--- config.mk ---
export PLATFORM = sky130hd
export DESIGN_NAME = text_overlay
export DESIGN_NICKNAME = d
export VERILOG_FILES = /design/src/rtl/overlay_pkg.sv /design/src/rtl/overlay_font.sv /design/src/rtl/text_overlay.sv
export SDC_FILE = /design/constraint.sdc
export NUM_CORES = 1
export LEC_CHECK = 0
export CORE_ASPECT_RATIO = 0.8
export CORE_MARGIN = 10
export CORE_UTILIZATION = 49
export CTS_CLUSTER_DIAMETER = 30
export DETAILED_ROUTE_END_ITERATION = 10
export HOLD_SLACK_MARGIN = 0.15
export PLACE_DENSITY = 0.88
export SYNTH_ARGS = -nofsm -noshare
export SYNTH_HDL_FRONTEND = slang
export SYNTH_SLANG_ARGS = --single-unit
--- constraint.sdc ---
create_clock -name clk -period 5.01 [get_ports clk]
set_input_delay 0.7515 -clock clk [delete_from_list [all_inputs] [get_ports clk]]
set_output_delay 0.7515 -clock clk [all_outputs]
set_load 0.005 [all_outputs]
--- src/rtl/overlay_pkg.sv ---
// Shared constants and the 5x7 glyph table used by the text overlay.
package overlay_pkg;

  localparam int unsigned CODE_W     = 5;
  localparam int unsigned CELL_W     = 6;
  localparam int unsigned CELL_H     = 8;
  localparam int unsigned GLYPH_ROWS = 7;
  localparam logic [CODE_W-1:0] BLANK = 5'h1F;

  // Whole glyph, row 0 in the top five bits, MSB of each row = leftmost pixel.
  function automatic logic [34:0] glyph(input logic [CODE_W-1:0] code);
    logic [34:0] g;
    case (code)
      5'h00: g = 35'b01110_10001_10011_10101_11001_10001_01110;
      5'h01: g = 35'b00100_01100_00100_00100_00100_00100_01110;
      5'h02: g = 35'b01110_10001_00001_00010_00100_01000_11111;
      5'h03: g = 35'b11111_00010_00100_00010_00001_10001_01110;
      5'h04: g = 35'b00010_00110_01010_10010_11111_00010_00010;
      5'h05: g = 35'b11111_10000_11110_00001_00001_10001_01110;
      5'h06: g = 35'b00110_01000_10000_11110_10001_10001_01110;
      5'h07: g = 35'b11111_00001_00010_00100_01000_01000_01000;
      5'h08: g = 35'b01110_10001_10001_01110_10001_10001_01110;
      5'h09: g = 35'b01110_10001_10001_01111_00001_00010_01100;
      5'h0A: g = 35'b01110_10001_10001_11111_10001_10001_10001;
      5'h0B: g = 35'b11110_10001_10001_11110_10001_10001_11110;
      5'h0C: g = 35'b01110_10001_10000_10000_10000_10001_01110;
      5'h0D: g = 35'b11100_10010_10001_10001_10001_10010_11100;
      5'h0E: g = 35'b11111_10000_10000_11110_10000_10000_11111;
      5'h0F: g = 35'b11111_10000_10000_11110_10000_10000_10000;
      5'h10: g = 35'b01110_10001_10000_10111_10001_10001_01111; // G
      5'h11: g = 35'b10001_10001_10001_11111_10001_10001_10001; // H
      5'h12: g = 35'b01110_00100_00100_00100_00100_00100_01110; // I
      5'h13: g = 35'b00111_00010_00010_00010_00010_10010_01100; // J
      5'h14: g = 35'b10001_10010_10100_11000_10100_10010_10001; // K
      5'h15: g = 35'b10000_10000_10000_10000_10000_10000_11111; // L
      5'h16: g = 35'b10001_11011_10101_10101_10001_10001_10001; // M
      5'h17: g = 35'b10001_10001_11001_10101_10011_10001_10001; // N
      5'h18: g = 35'b01110_10001_10001_10001_10001_10001_01110; // O
      5'h19: g = 35'b11110_10001_10001_11110_10000_10000_10000; // P
      5'h1A: g = 35'b11110_10001_10001_11110_10100_10010_10001; // R
      5'h1B: g = 35'b01111_10000_10000_01110_00001_00001_11110; // S
      5'h1C: g = 35'b11111_00100_00100_00100_00100_00100_00100; // T
      5'h1D: g = 35'b10001_10001_10001_10001_10001_10001_01110; // U
      5'h1E: g = 35'b10001_10001_01010_00100_01010_10001_10001; // X
      default: g = '0;
    endcase
    return g;
  endfunction

  function automatic logic [4:0] font_row(input logic [CODE_W-1:0] code,
                                          input logic [2:0] row);
    if (32'(row) >= GLYPH_ROWS) return 5'b0;
    return 5'(glyph(code) >> (5 * (6 - 32'(row))));
  endfunction

endpackage

--- src/rtl/overlay_font.sv ---
// Registered font-row lookup; isolated so a block-RAM font can drop in.
module overlay_font
  import overlay_pkg::*;
(
  input  logic              clk,
  input  logic              reset_n,
  input  logic              ce,
  input  logic [CODE_W-1:0] code,
  input  logic [2:0]        row,
  output logic [4:0]        bits
);

  always_ff @(posedge clk or negedge reset_n) begin
    if (!reset_n)  bits <= '0;
    else if (ce)   bits <= font_row(code, row);
  end

endmodule

--- src/rtl/text_overlay.sv ---
// On-screen debug text overlay: snapshots a character grid at vblank and
// merges it into the pixel stream through a 3-stage ce_pix pipeline.
module text_overlay
  import overlay_pkg::*;
#(
  parameter int unsigned LINES = 2,
  parameter int unsigned CHARS = 32,
  parameter int unsigned CW    = 10,
  parameter int unsigned X0    = 16,
  parameter int unsigned Y0    = 16,
  parameter int unsigned SCALE = 0,
  parameter logic [3:0]  FG    = 4'hF
) (
  input  logic                          clk,
  input  logic                          reset_n,
  input  logic                          ce_pix,
  input  logic                          ena,
  input  logic [CW-1:0]                 hcount,
  input  logic [CW-1:0]                 vcount,
  input  logic                          vblank,
  input  logic [LINES*CHARS*CODE_W-1:0] text_in,
  input  logic [3:0]                    i_r,
  input  logic [3:0]                    i_g,
  input  logic [3:0]                    i_b,
  output logic [3:0]                    o_r,
  output logic [3:0]                    o_g,
  output logic [3:0]                    o_b,
  output logic                          o_box
);

  localparam int unsigned CHAR_W = (CHARS > 1) ? $clog2(CHARS) : 1;
  localparam int unsigned LINE_W = (LINES > 1) ? $clog2(LINES) : 1;
  localparam int unsigned XW     = CW + 1;
  localparam int unsigned BOX_W  = (CHARS * CELL_W) << SCALE;
  localparam int unsigned BOX_H  = (LINES * CELL_H) << SCALE;

  logic [CODE_W-1:0] snap [LINES][CHARS];
  logic              vblank_q;

  // Snapshot loads only on a sampled vblank rising edge.
  always_ff @(posedge clk or negedge reset_n) begin
    if (!reset_n) begin
      vblank_q <= 1'b1;
      for (int l = 0; l < LINES; l++)
        for (int c = 0; c < CHARS; c++)
          snap[l][c] <= BLANK;
    end else if (ce_pix) begin
      vblank_q <= vblank;
      if (vblank && !vblank_q)
        for (int l = 0; l < LINES; l++)
          for (int c = 0; c < CHARS; c++)
            snap[l][c] <= text_in[(l*CHARS + c)*CODE_W +: CODE_W];
    end
  end

  logic [31:0]       h32, v32;
  logic [XW-1:0]     dx, dy;
  logic              in_box_c;
  logic [CHAR_W-1:0] char_c;
  logic [LINE_W-1:0] line_c;
  logic [2:0]        col_c, row_c;

  // Geometry is compared at full width so a box past 2^CW cannot wrap.
  always_comb begin
    h32      = 32'(hcount);
    v32      = 32'(vcount);
    in_box_c = ena && (h32 >= X0) && (h32 < X0 + BOX_W)
                   && (v32 >= Y0) && (v32 < Y0 + BOX_H);
    dx       = XW'((h32 - X0) >> SCALE);
    dy       = XW'((v32 - Y0) >> SCALE);
    char_c   = '0;
    for (int unsigned c = 1; c < CHARS; c++)
      if (32'(dx) >= 32'(c * CELL_W)) char_c = CHAR_W'(c);
    col_c    = 3'(32'(dx) - 32'(char_c) * CELL_W);
    line_c   = LINE_W'(dy >> 3);
    row_c    = dy[2:0];
  end

  logic              s1_box;
  logic [CHAR_W-1:0] s1_char;
  logic [LINE_W-1:0] s1_line;
  logic [2:0]        s1_col, s1_row;
  logic [3:0]        s1_r, s1_g, s1_b;

  always_ff @(posedge clk or negedge reset_n) begin
    if (!reset_n) begin
      s1_box  <= 1'b0;
      s1_char <= '0;
      s1_line <= '0;
      s1_col  <= '0;
      s1_row  <= '0;
      s1_r    <= '0;
      s1_g    <= '0;
      s1_b    <= '0;
    end else if (ce_pix) begin
      s1_box  <= in_box_c;
      s1_char <= char_c;
      s1_line <= line_c;
      s1_col  <= col_c;
      s1_row  <= row_c;
      s1_r    <= i_r;
      s1_g    <= i_g;
      s1_b    <= i_b;
    end
  end

  logic [CODE_W-1:0] code_c;
  logic [4:0]        font_bits;
  logic              s2_box;
  logic [2:0]        s2_col;
  logic [3:0]        s2_r, s2_g, s2_b;

  assign code_c = snap[s1_line][s1_char];

  overlay_font u_font (
    .clk     (clk),
    .reset_n (reset_n),
    .ce      (ce_pix),
    .code    (code_c),
    .row     (s1_row),
    .bits    (font_bits)
  );

  always_ff @(posedge clk or negedge reset_n) begin
    if (!reset_n) begin
      s2_box <= 1'b0;
      s2_col <= '0;
      s2_r   <= '0;
      s2_g   <= '0;
      s2_b   <= '0;
    end else if (ce_pix) begin
      s2_box <= s1_box;
      s2_col <= s1_col;
      s2_r   <= s1_r;
      s2_g   <= s1_g;
      s2_b   <= s1_b;
    end
  end

  logic [4:0] shifted;
  logic       lit;

  // Column 5 shifts every glyph bit out, so the spacer column is never lit.
  always_comb begin
    shifted = font_bits << s2_col;
    lit     = s2_box && shifted[4];
  end

  always_ff @(posedge clk or negedge reset_n) begin
    if (!reset_n) begin
      o_r   <= '0;
      o_g   <= '0;
      o_b   <= '0;
      o_box <= 1'b0;
    end else if (ce_pix) begin
      o_box <= s2_box;
      if (lit) begin
        o_r <= FG;
        o_g <= FG;
        o_b <= FG;
      end else if (s2_box) begin
        o_r <= s2_r >> 1;
        o_g <= s2_g >> 1;
        o_b <= s2_b >> 1;
      end else begin
        o_r <= s2_r;
        o_g <= s2_g;
        o_b <= s2_b;
      end
    end
  end

endmodule

# After elaboration in Yosys (flattened, before gate mapping)
# Memory sizes are Yosys's and may differ from the RTL's.
# Index checks and enable logic that the tools add are counted.
dict set report word_totals {
  register_bits 380
  mem_bits_ro 1120
  inputBits 357
  output_inout_bits 13
  elab_cells 189
  mem_count 1
}
# memory depth width read_ports rd_ports_with_merged_regs wr line_no
set mem_list {}
lappend mem_list {{(name not given)} 32 35 1 0 0 overlay_pkg.sv:13} ;# case (code)
dict set report classes {
  addsub 4
  mul 2
  order_cmp 38
  shifts 2
  mux 49
  bitwise_logic 2
  n_reduce_logical 8
}
# operator count
set ops {}
lappend ops {{160-bit 2-to-1 mux} 3}
lappend ops {{5-bit 2-to-1 mux} 28}
lappend ops {{11-bit by 7-bit greater-or-equal comparator with 1-bit output (second input constant)} 11}
lappend ops {{11-bit by 8-bit greater-or-equal comparator with 1-bit output (second input constant)} 10}
lappend ops {{35-bit 2-to-1 mux} 2}
lappend ops {{11-bit by 6-bit greater-or-equal comparator with 1-bit output (second input constant)} 5}
lappend ops {{35-bit by 32-bit right shift with 5-bit output} 1}
lappend ops {{11-bit by 5-bit greater-or-equal comparator with 1-bit output (second input constant)} 3}
lappend ops {{3-bit by 32-bit multiplier with 32-bit output (first input constant)} 1}
lappend ops {{5-bit binary-select mux with 5-bit select} 1}
lappend ops {{4-bit 2-to-1 mux} 6}
lappend ops {{10-bit by 5-bit greater-or-equal comparator with 1-bit output (second input constant)} 2}
lappend ops {{3-bit 2-to-1 mux} 4}
lappend ops {{11-bit by 3-bit greater-or-equal comparator with 1-bit output (second input constant)} 1}
lappend ops {{11-bit by 4-bit greater-or-equal comparator with 1-bit output (second input constant)} 1}
lappend ops {{10-bit by 5-bit subtractor with 11-bit output (second input constant)} 1}
lappend ops {{10-bit by 6-bit < comparator with 1-bit output (second input constant)} 1}
lappend ops {{10-bit by 8-bit < comparator with 1-bit output (second input constant)} 1}
lappend ops {{6-bit greater-or-equal comparator (second input constant)} 1}
lappend ops {{1-bit logical AND} 6}
lappend ops {{5-bit NOT with 6-bit output} 1}
lappend ops {{5-bit by 2-bit multiplier with 2-bit output (second input constant)} 1}
lappend ops {{5-bit by 3-bit left shift with 5-bit output} 1}
lappend ops {{2-bit 2-to-1 mux} 2}
lappend ops {{9 further kinds} 11}

# Logic depth before layout (Yosys ltp)
# Gate-level depths: netlist (run 1).
dict set report logic_depth {
  depth_word 35
  mapped_depth 25
  ltp_nobuf 22
}

# By module
# A second synthesis (run 1) with hierarchy kept.
dict set report unflattened {
  cells_unflattened 1561
  area_unflattened_um2 20772.4
}
# module instances cells_each area_each_um2 seq_area_each_um2
set by_module_without_submodules {}
lappend by_module_without_submodules {text_overlay 1 1139 17936.0 9785.6}
lappend by_module_without_submodules {overlay_font 1 422 2836.5 125.1}

# Worst setup path before layout (run 1)
# Ideal clock, no wire load.
dict set report synth_path {
  path_kind {flip-flop to flip-flop}
  start {register s1_row[0]}
  end {register u_font.bits[3]}
  setup_time_ns 0.069
  arrival_ns 5.183
  t_required_ns 4.941
  setup_slack_ns -0.241
  stages_incl_launch_ff 24
  path_buffers 5
  period_less_slack_ns 5.251
  path_cell_list {dfrtp_1 -> ha_1 -> clkbuf_1 -> inv_2 -> clkbuf_1 -> clkbuf_1 -> ha_1 -> ha_1 -> inv_1 -> fa_1 -> inv_1 -> ha_1 -> inv_1 -> ha_1 -> nand2_1 -> or4_1 -> a21oi_1 -> clkbuf_1 -> clkbuf_1 -> o2111a_1 -> a22oi_1 -> mux4_2 -> a221oi_2 -> o221a_1}
}
dict set report synth_between {
  elab_chain_cells 4
  word_cells_on_any_way 7
  cone_classes {add/sub: 1; mul: 1; order compare: 1; shift: 1; mux: 3}
}
# item line_no
set synth_lines {}
lappend synth_lines {{start, declared} text_overlay.sv:82} ;# logic [2:0] s1_col, s1_row;
lappend synth_lines {{start signal, assigned} text_overlay.sv:100} ;# s1_row <= row_c;
lappend synth_lines {{3-bit by 3-bit subtractor with 4-bit output or 3-bit greater-or-equal comparator (tied branches)} {overlay_pkg.sv:53, overlay_pkg.sv:52}}
lappend synth_lines {{3-bit by 32-bit multiplier with 32-bit output or 1-bit 2-to-1 mux (tied branches)} {overlay_pkg.sv:53, overlay_pkg.sv:52}}
lappend synth_lines {{35-bit by 32-bit right shift with 5-bit output or 1-bit 2-to-1 mux (tied branches)} {overlay_pkg.sv:53, overlay_font.sv:15}}
lappend synth_lines {{5-bit 2-to-1 mux (*)} overlay_pkg.sv:53} ;# return 5'(glyph(code) >> (5 * (6 - 32'(row))));
lappend synth_lines {{end signal, assigned} overlay_font.sv:15} ;# else if (ce) bits <= font_row(code, row);
lappend synth_lines {{end, declared} overlay_font.sv:10} ;# output logic [4:0] bits
# Every way passes the cells marked *; elsewhere a longest branch is shown, timed or not. The select of a mux whose other input is x is not followed.
# A chain may end at the register's enable or synchronous reset.

# Final worst setup path (run 1)
dict set report layout_path {
  start {register s1_line}
  end {register u_font.bits[0]}
}
dict set report layout_between {
  elab_chain_cells 12
}
# item line_no
set layout_lines {}
lappend layout_lines {{start, declared} text_overlay.sv:81} ;# logic [LINE_W-1:0] s1_line;
lappend layout_lines {{start signal, assigned} text_overlay.sv:98} ;# s1_line <= line_c;
lappend layout_lines {{1-bit NOT with 2-bit output (not written as such)} text_overlay.sv:113} ;# assign code_c = snap[s1_line][s1_char];
lappend layout_lines {{160-bit 2-to-1 mux (not written as such) (3 in series)} text_overlay.sv:113}
lappend layout_lines {{5-bit binary-select mux with 5-bit select} text_overlay.sv:113}
lappend layout_lines {{5-bit 2-to-1 mux (not written as such) (2 in series)} text_overlay.sv:113}
lappend layout_lines {{memory read 32 x 35 bit} --}
lappend layout_lines {{35-bit 2-to-1 mux} overlay_pkg.sv:53}
lappend layout_lines {{35-bit 2-to-1 mux} overlay_font.sv:15}
lappend layout_lines {{35-bit by 32-bit right shift with 5-bit output} overlay_pkg.sv:53}
lappend layout_lines {{5-bit 2-to-1 mux} overlay_pkg.sv:53}
# Every way passes these cells. The select of a mux whose other input is x is not followed.

==> reports/results.ini, run 1 <==
[logic_synthesis]
synth_seq_cells=380
async_flop_share=1.000
yosysMostFrequentCell=mux2_2
synth_edf_count=0
syn_avg_cell_area_sq_um=12.41
synthFlopType=dfstp_2
yosysTopAreaCellShare=0.3874
yosys.area.top_type=dfstp_2
synthTopCellsByCount=357 x mux2_2, 321 x dfstp_2, 100 x nand2_1, 79 x clkbuf_1, 75 x nor2_1
syn_nets=2149
synth_area_sq_um=21770
synth_cell_types=101
seq_area_frac_synth=0.4552
synth_area_leaders=dfstp_2 39%, mux2_2 18%, dfrtp_1 6.8%
synthCells=1755
ys_warn_count=0

[status]
status=completed

[setup_path]
r2r_setup_slack_ns=0.13
cp_slowest_cell=or4_1
crit_fanout=38
timing.critical_path.mode_cell=buf_4
r2r_cells=16
path_class=reg -> reg
critPathLaunch=s1_line
critPathCapture=u_font.bits[0]
worstSetupStartpointType=flop
crit_arrival_ns=5.35
cpPeakStageDelay_ns=0.79
cp-end-kind=flop
path_cells=buf_4 > buf_8 > buf_12 > mux4_1 > nand2_1 > and3_1 > or4_1 > nand2_8 > buf_4 > nor2_1 > a22oi_1 > o31ai_1 > o31ai_2 > nor3_1 > a211o_1 > a221o_1
cp_top_family=compound AO/OA/AOI/OAI gates
crit_cells=16
cp_num_buf_inv=4
r2r-start=s1_line
cp.required_ns=5.48
rr_endpoint=u_font.bits[0]

[clocking]
cts_buffer_depth=3
cts.clk_slew.worst_paths_ns=0.05
htree_levels=3
insertion_delay_ns=0.63
ctsHoldBuffers=0
cts_num_sinks=380
cts_made_buffers=75
cts_tree=done
cts_root_buffer=clkbuf_16

[sta]
timing.final.max_slew_violations=0
finalHoldViolations=0
rsz0062_at_grt=yes
worst_clock_skew_ns=0.06121
final.min_clock_period_ns=4.883
slew_headroom=0.2043
hold_slack_ns=0.2454
tightest_slew_ns=1.194
setup_viol=0
period_share=0.9746
fmax_ghz=0.2048

[place]
placed_area_sq_um=26660
place_inst=2725
hpwl_mm=58.09
portBuffers=369
gp_congestion=0.9587

[power]
power_density_nw_per_um2=497.6
power_uw=14750
p_leak_uw=0.01183
peakVddDrop_v=0.0004931

[drt]
drtPass1Iterations=5
vias=17723
drc=0
viasPerCell=6.167
drtIter0Drc=1904
final_antenna_net_count=0
wl_per_cell_um=28.24
wl_mm=81.15

[floorplan]
die_h_um=208.5
io_pins=370
fp-row-count=68
core_sq_um=43560
start_util=0.4998
dieArea_sq_um=53320
die_w_um=255.7

[global_routing]
antenna_found_initial=3
grt_use_total=0.2973
grt_max_degree=134
grt_pass1_wl_mm=121.9
grt_pass1_vias=18916
grt_overflow=0

[final_layout]
nNetsFinal=2610
area_delta_synth_final_pct=36.18
fin_area_sq_um=29650
fill_cells=2934
drive_gt1_frac=0.4719
stdcell_count=2874

[hold_path]
hp-class=in -> async

[run]
maxCapViolCount=0

==> logic make-up after synthesis <==
| group | after synthesis | share of synthesized area |
|---|---|---|
| AO/OA/AOI/OAI | 347 | 0.1198 |
| XOR/XNOR | 8 | 0.003850 |
| adder cells (fa/ha/maj) | 37 | 0.02161 |
| buffers and inverters | 174 | 0.04017 |
| flip-flops | 380 | 0.4552 |
| multiplexers | 497 | 0.2894 |
| AND/OR/NAND/NOR | 312 | 0.07000 |
==> metal layers <==
metal  up-vias  routed length [um]  track usage  share of wire
met2       913               38300       0.4764           0.47
met5         -                  10            0        0.00012
met3       153                7380      0.09059          0.091
met1      9068               33260       0.3832           0.41
met4         2                2198      0.08495          0.027
li1       7587                   -            -              -
==> placed cells by master (no fill, tap or decap), types with 27 or more instances in the layout <==
master / n
nand2_1: 99
mux2_2: 357
buf_4: 137
mux4_2: 56
nor2_1: 75
dfrtp_1: 55
dfstp_2: 321
mux2i_1: 73
ha_1: 36
clkbuf_16: 76
a21oi_1: 59
nand3_1: 37
inv_1: 34
o21ai_0: 46
clkdlybuf4s50_1: 367
nor3_1: 27
==> flip-flops by register name, summed over array words and instances (netlist names), 3 cells and up <==
signal,cells
o_g,4
s2_b,4
s1_b,4
s2_r,4
s1_col,3
o_b,4
s2_col,3
s1_g,4
o_r,4
s1_r,4
s1_char,5
s2_g,4
s1_row,3
u_font.bits,5
snap,320
==> area by class of cell <==
| cell class | instances | area (sq um) | share of cell area |
|---|---|---|---|
| clock buffer | 94 | 2100 | 0.07081 |
| inverter | 40 | 150.1 | 0.005064 |
| clock inverter | 45 | 745.7 | 0.02515 |
| multi-input combinational | 1201 | 11040 | 0.3723 |
| sequential | 380 | 9921 | 0.3346 |
| antenna | 1 | 2.502 | 0.00008440 |
| tap | 595 | 744.5 | 0.02511 |
| timing repair buffer | 518 | 4949 | 0.1669 |
==> metrics by stage <==
stage               setup WS, ns    util  setup TNS [ns]
CTS                      0.06721  0.6777               0
global route            -0.02036  0.6806        -0.02756
global placement         0.06655  0.6120               0
floorplan                0.05138       -               0
finish                    0.1271  0.6806               0
detailed placement       0.03538  0.6120               0
==> what timing repair did <==
| action | CTS | global route |
|---|---|---|
| pin swaps | 0 | 3 |
| setup endpoints to repair | 2 | 5 |
| hold endpoints to repair | 0 | 0 |
| resized for setup | 0 | 13 |
| setup buffers | 1 | 8 |
==> power breakdown <==
group,switching (uW),total (uW),internal [uW]
Sequential,424,4550,4130
Combinational,2480,4640,2170
Clock,1820,5560,3740
==> worst min-delay path by stage <==
stage / start / endpoint / slack [ns] / cells after the start
floorplan: s1_col[1] / s1_col[1] / 0.45 / 2
global placement: s1_col[1] / s1_col[1] / 0.47 / 2
finish: reset_n / s1_line / 0.25 / 1
global route: reset_n / s1_line / 0.27 / 1
CTS: reset_n / s1_line / 0.23 / 1
detailed placement: s1_col[1] / s1_col[1] / 0.48 / 2
(Power assumes the default switching activity.)
==> inputs of run 2 (changes only) <==
GPL_TIMING_DRIVEN = 1   (was default)
SLEW_MARGIN = 25   (was default)
==> run 2 against run 1 <==
Against the previous run: combinational power about the same; critical path type unchanged; wire length barely moved; design area about the same; global-route usage unchanged; highest routed layer unchanged.
==> reports/results.ini, run 2 (synthesized netlist as in run 1, its figures left out) <==
[setup_path]
critPathLaunch=s1_line
r2r_cells=16
cp_top_family=compound AO/OA/AOI/OAI gates
cp.required_ns=5.48
r2r-start=s1_line
worstSetupStartpointType=flop
cp-end-kind=flop
timing.critical_path.mode_cell=buf_4
cp_slowest_cell=or4_1
cpPeakStageDelay_ns=0.79
path_class=reg -> reg
critPathCapture=u_font.bits[0]
crit_cells=16
path_cells=buf_4 > buf_8 > buf_12 > mux4_1 > nand2_1 > and3_1 > or4_1 > nand2_8 > buf_4 > nor2_1 > a22oi_1 > o31ai_1 > o31ai_2 > nor3_1 > a211o_1 > a221o_1
cp_num_buf_inv=4
rr_endpoint=u_font.bits[0]
crit_fanout=38
r2r_setup_slack_ns=0.13
crit_arrival_ns=5.35

[final_layout]
area_delta_synth_final_pct=36.20
largest_reg_flops=320
top_register=snap
layout_common_cells=367 x clkdlybuf4s50_1, 357 x mux2_2, 321 x dfstp_2
final_core_util=0.6807
nNetsFinal=2610
final_common_cell=clkdlybuf4s50_1
fin_area_sq_um=29650
drive_gt1_frac=0.4723
reg.largest.list=snap (320), s1_char (5), u_font.bits (5)

[place]
placed_area_sq_um=26660
hpwl_mm=58.09
dp_slack_ns=0.03538
gp_congestion=0.9587
portBuffers=369

[sta]
slew_headroom=0.4360
period_share=0.9747
timing.final.max_slew_violations=0
worst_clock_skew_ns=0.06041
rsz0062_at_grt=yes
setup_tns_ns=0
finalWorstSetupSlack_ns=0.1269
setup_viol=0
final.min_clock_period_ns=4.883
fmax_ghz=0.2048
hold_slack_ns=0.2450
finalHoldViolations=0
tightest_slew_ns=0.8460

[drt]
wl_per_cell_um=28.22
vias=17751
drc=0
drtIter0Drc=1903
viasPerCell=6.176
drtPass1Iterations=5
final_antenna_net_count=0
wl_mm=81.11

[global_routing]
top_usage_layer=met2
met3_usage=0.09059
grt_util_met1=0.3832
groute.layer.met2.usage=0.4764
grt_max_degree=134
antenna_found_initial=3
grt_pass1_vias=18916
grt_use_total=0.2973
grt_pass1_wl_mm=121.9
grt_overflow=0

[run]
maxCapViolCount=0

[clocking]
cts_made_buffers=75
cts_root_buffer=clkbuf_16
htree_levels=3
insertion_delay_ns=0.63
cts_buffer_depth=3
cts_num_sinks=380
cts_tree=done
cts.clk_slew.worst_paths_ns=0.05
ctsHoldBuffers=0

[status]
status=completed

[power]
pwr-share-seq=0.308
power_density_nw_per_um2=497.6
p_leak_uw=0.01183
clock_power_share=0.377
power_switching_uw=4726
p_comb_frac=0.315
p_int_uw=10030
peakVddDrop_v=0.0004932
switching_share=0.3203

[floorplan]
die_w_um=255.7
io_pins=370
start_util=0.4998
die_h_um=208.5
dieArea_sq_um=53320
core_sq_um=43560
fp-row-count=68

[hold_path]
hp-class=in -> async

==> run 2: cell types whose count changed in the layout (fill, tap and decap cells not counted) <==
cell     change
a21oi_2      +1
a21oi_1      -1
==> run 2: how the worst min path moves through the flow <==
stage              start         to  cells after the start
2_1_floorplan  s1_col[1]  s1_col[1]                      2
3_3_place_gp   s1_col[1]  s1_col[1]                      2
3_5_place_dp   s1_col[1]  s1_col[1]                      2
4_1_cts          reset_n    s1_line                      1
5_1_grt          reset_n    s1_line                      1
6_report         reset_n    s1_line                      1
==> run 2: power groups by stage <==
stage	sequential [uW]	clock, uW	combinational, uW
final	4550	5560	4640
after detailed placement	4540	0	4430
after global placement	4480	0	4460
after CTS	4540	5600	4510
after floorplan	4340	0	2740
after global routing	4600	5760	4890
==> run 2: area by class of cell <==
cell class              count  area [sq um]
multi-input cells        1201         11040
diodes                      1         2.502
well taps                 595         744.5
flip-flops and latches    380          9921
inverters                  40         150.1
repair buffers            518          4949
clock inverters            45         745.7
clock buffers              94          2100
fillers                  2933         13910
==> run 2: timing repair <==
item / 4_1_cts / 5_1_grt
resized for setup: 0 / 13
pin swaps: 0 / 3
buffers inserted: 1 / 8
setup endpoints to repair: 2 / 5
==> run 2: metal layers <==
metal / part of all wire / vias up
li1: - / 7584
met1: 0.41 / 9056
met2: 0.47 / 946
met3: 0.091 / 163
met4: 0.028 / 2
met5: 0.00012 / -
==> run 2: per-stage QoR <==
| step | power [uW] | instances |
|---|---|---|
| final | 14760 | 2874 |
| after global routing | 15260 | 2873 |
| after CTS | 14640 | 2865 |
| after detailed placement | 8968 | 2725 |
| after global placement | 8939 | 2725 |
| after floorplan | 7075 | 1755 |
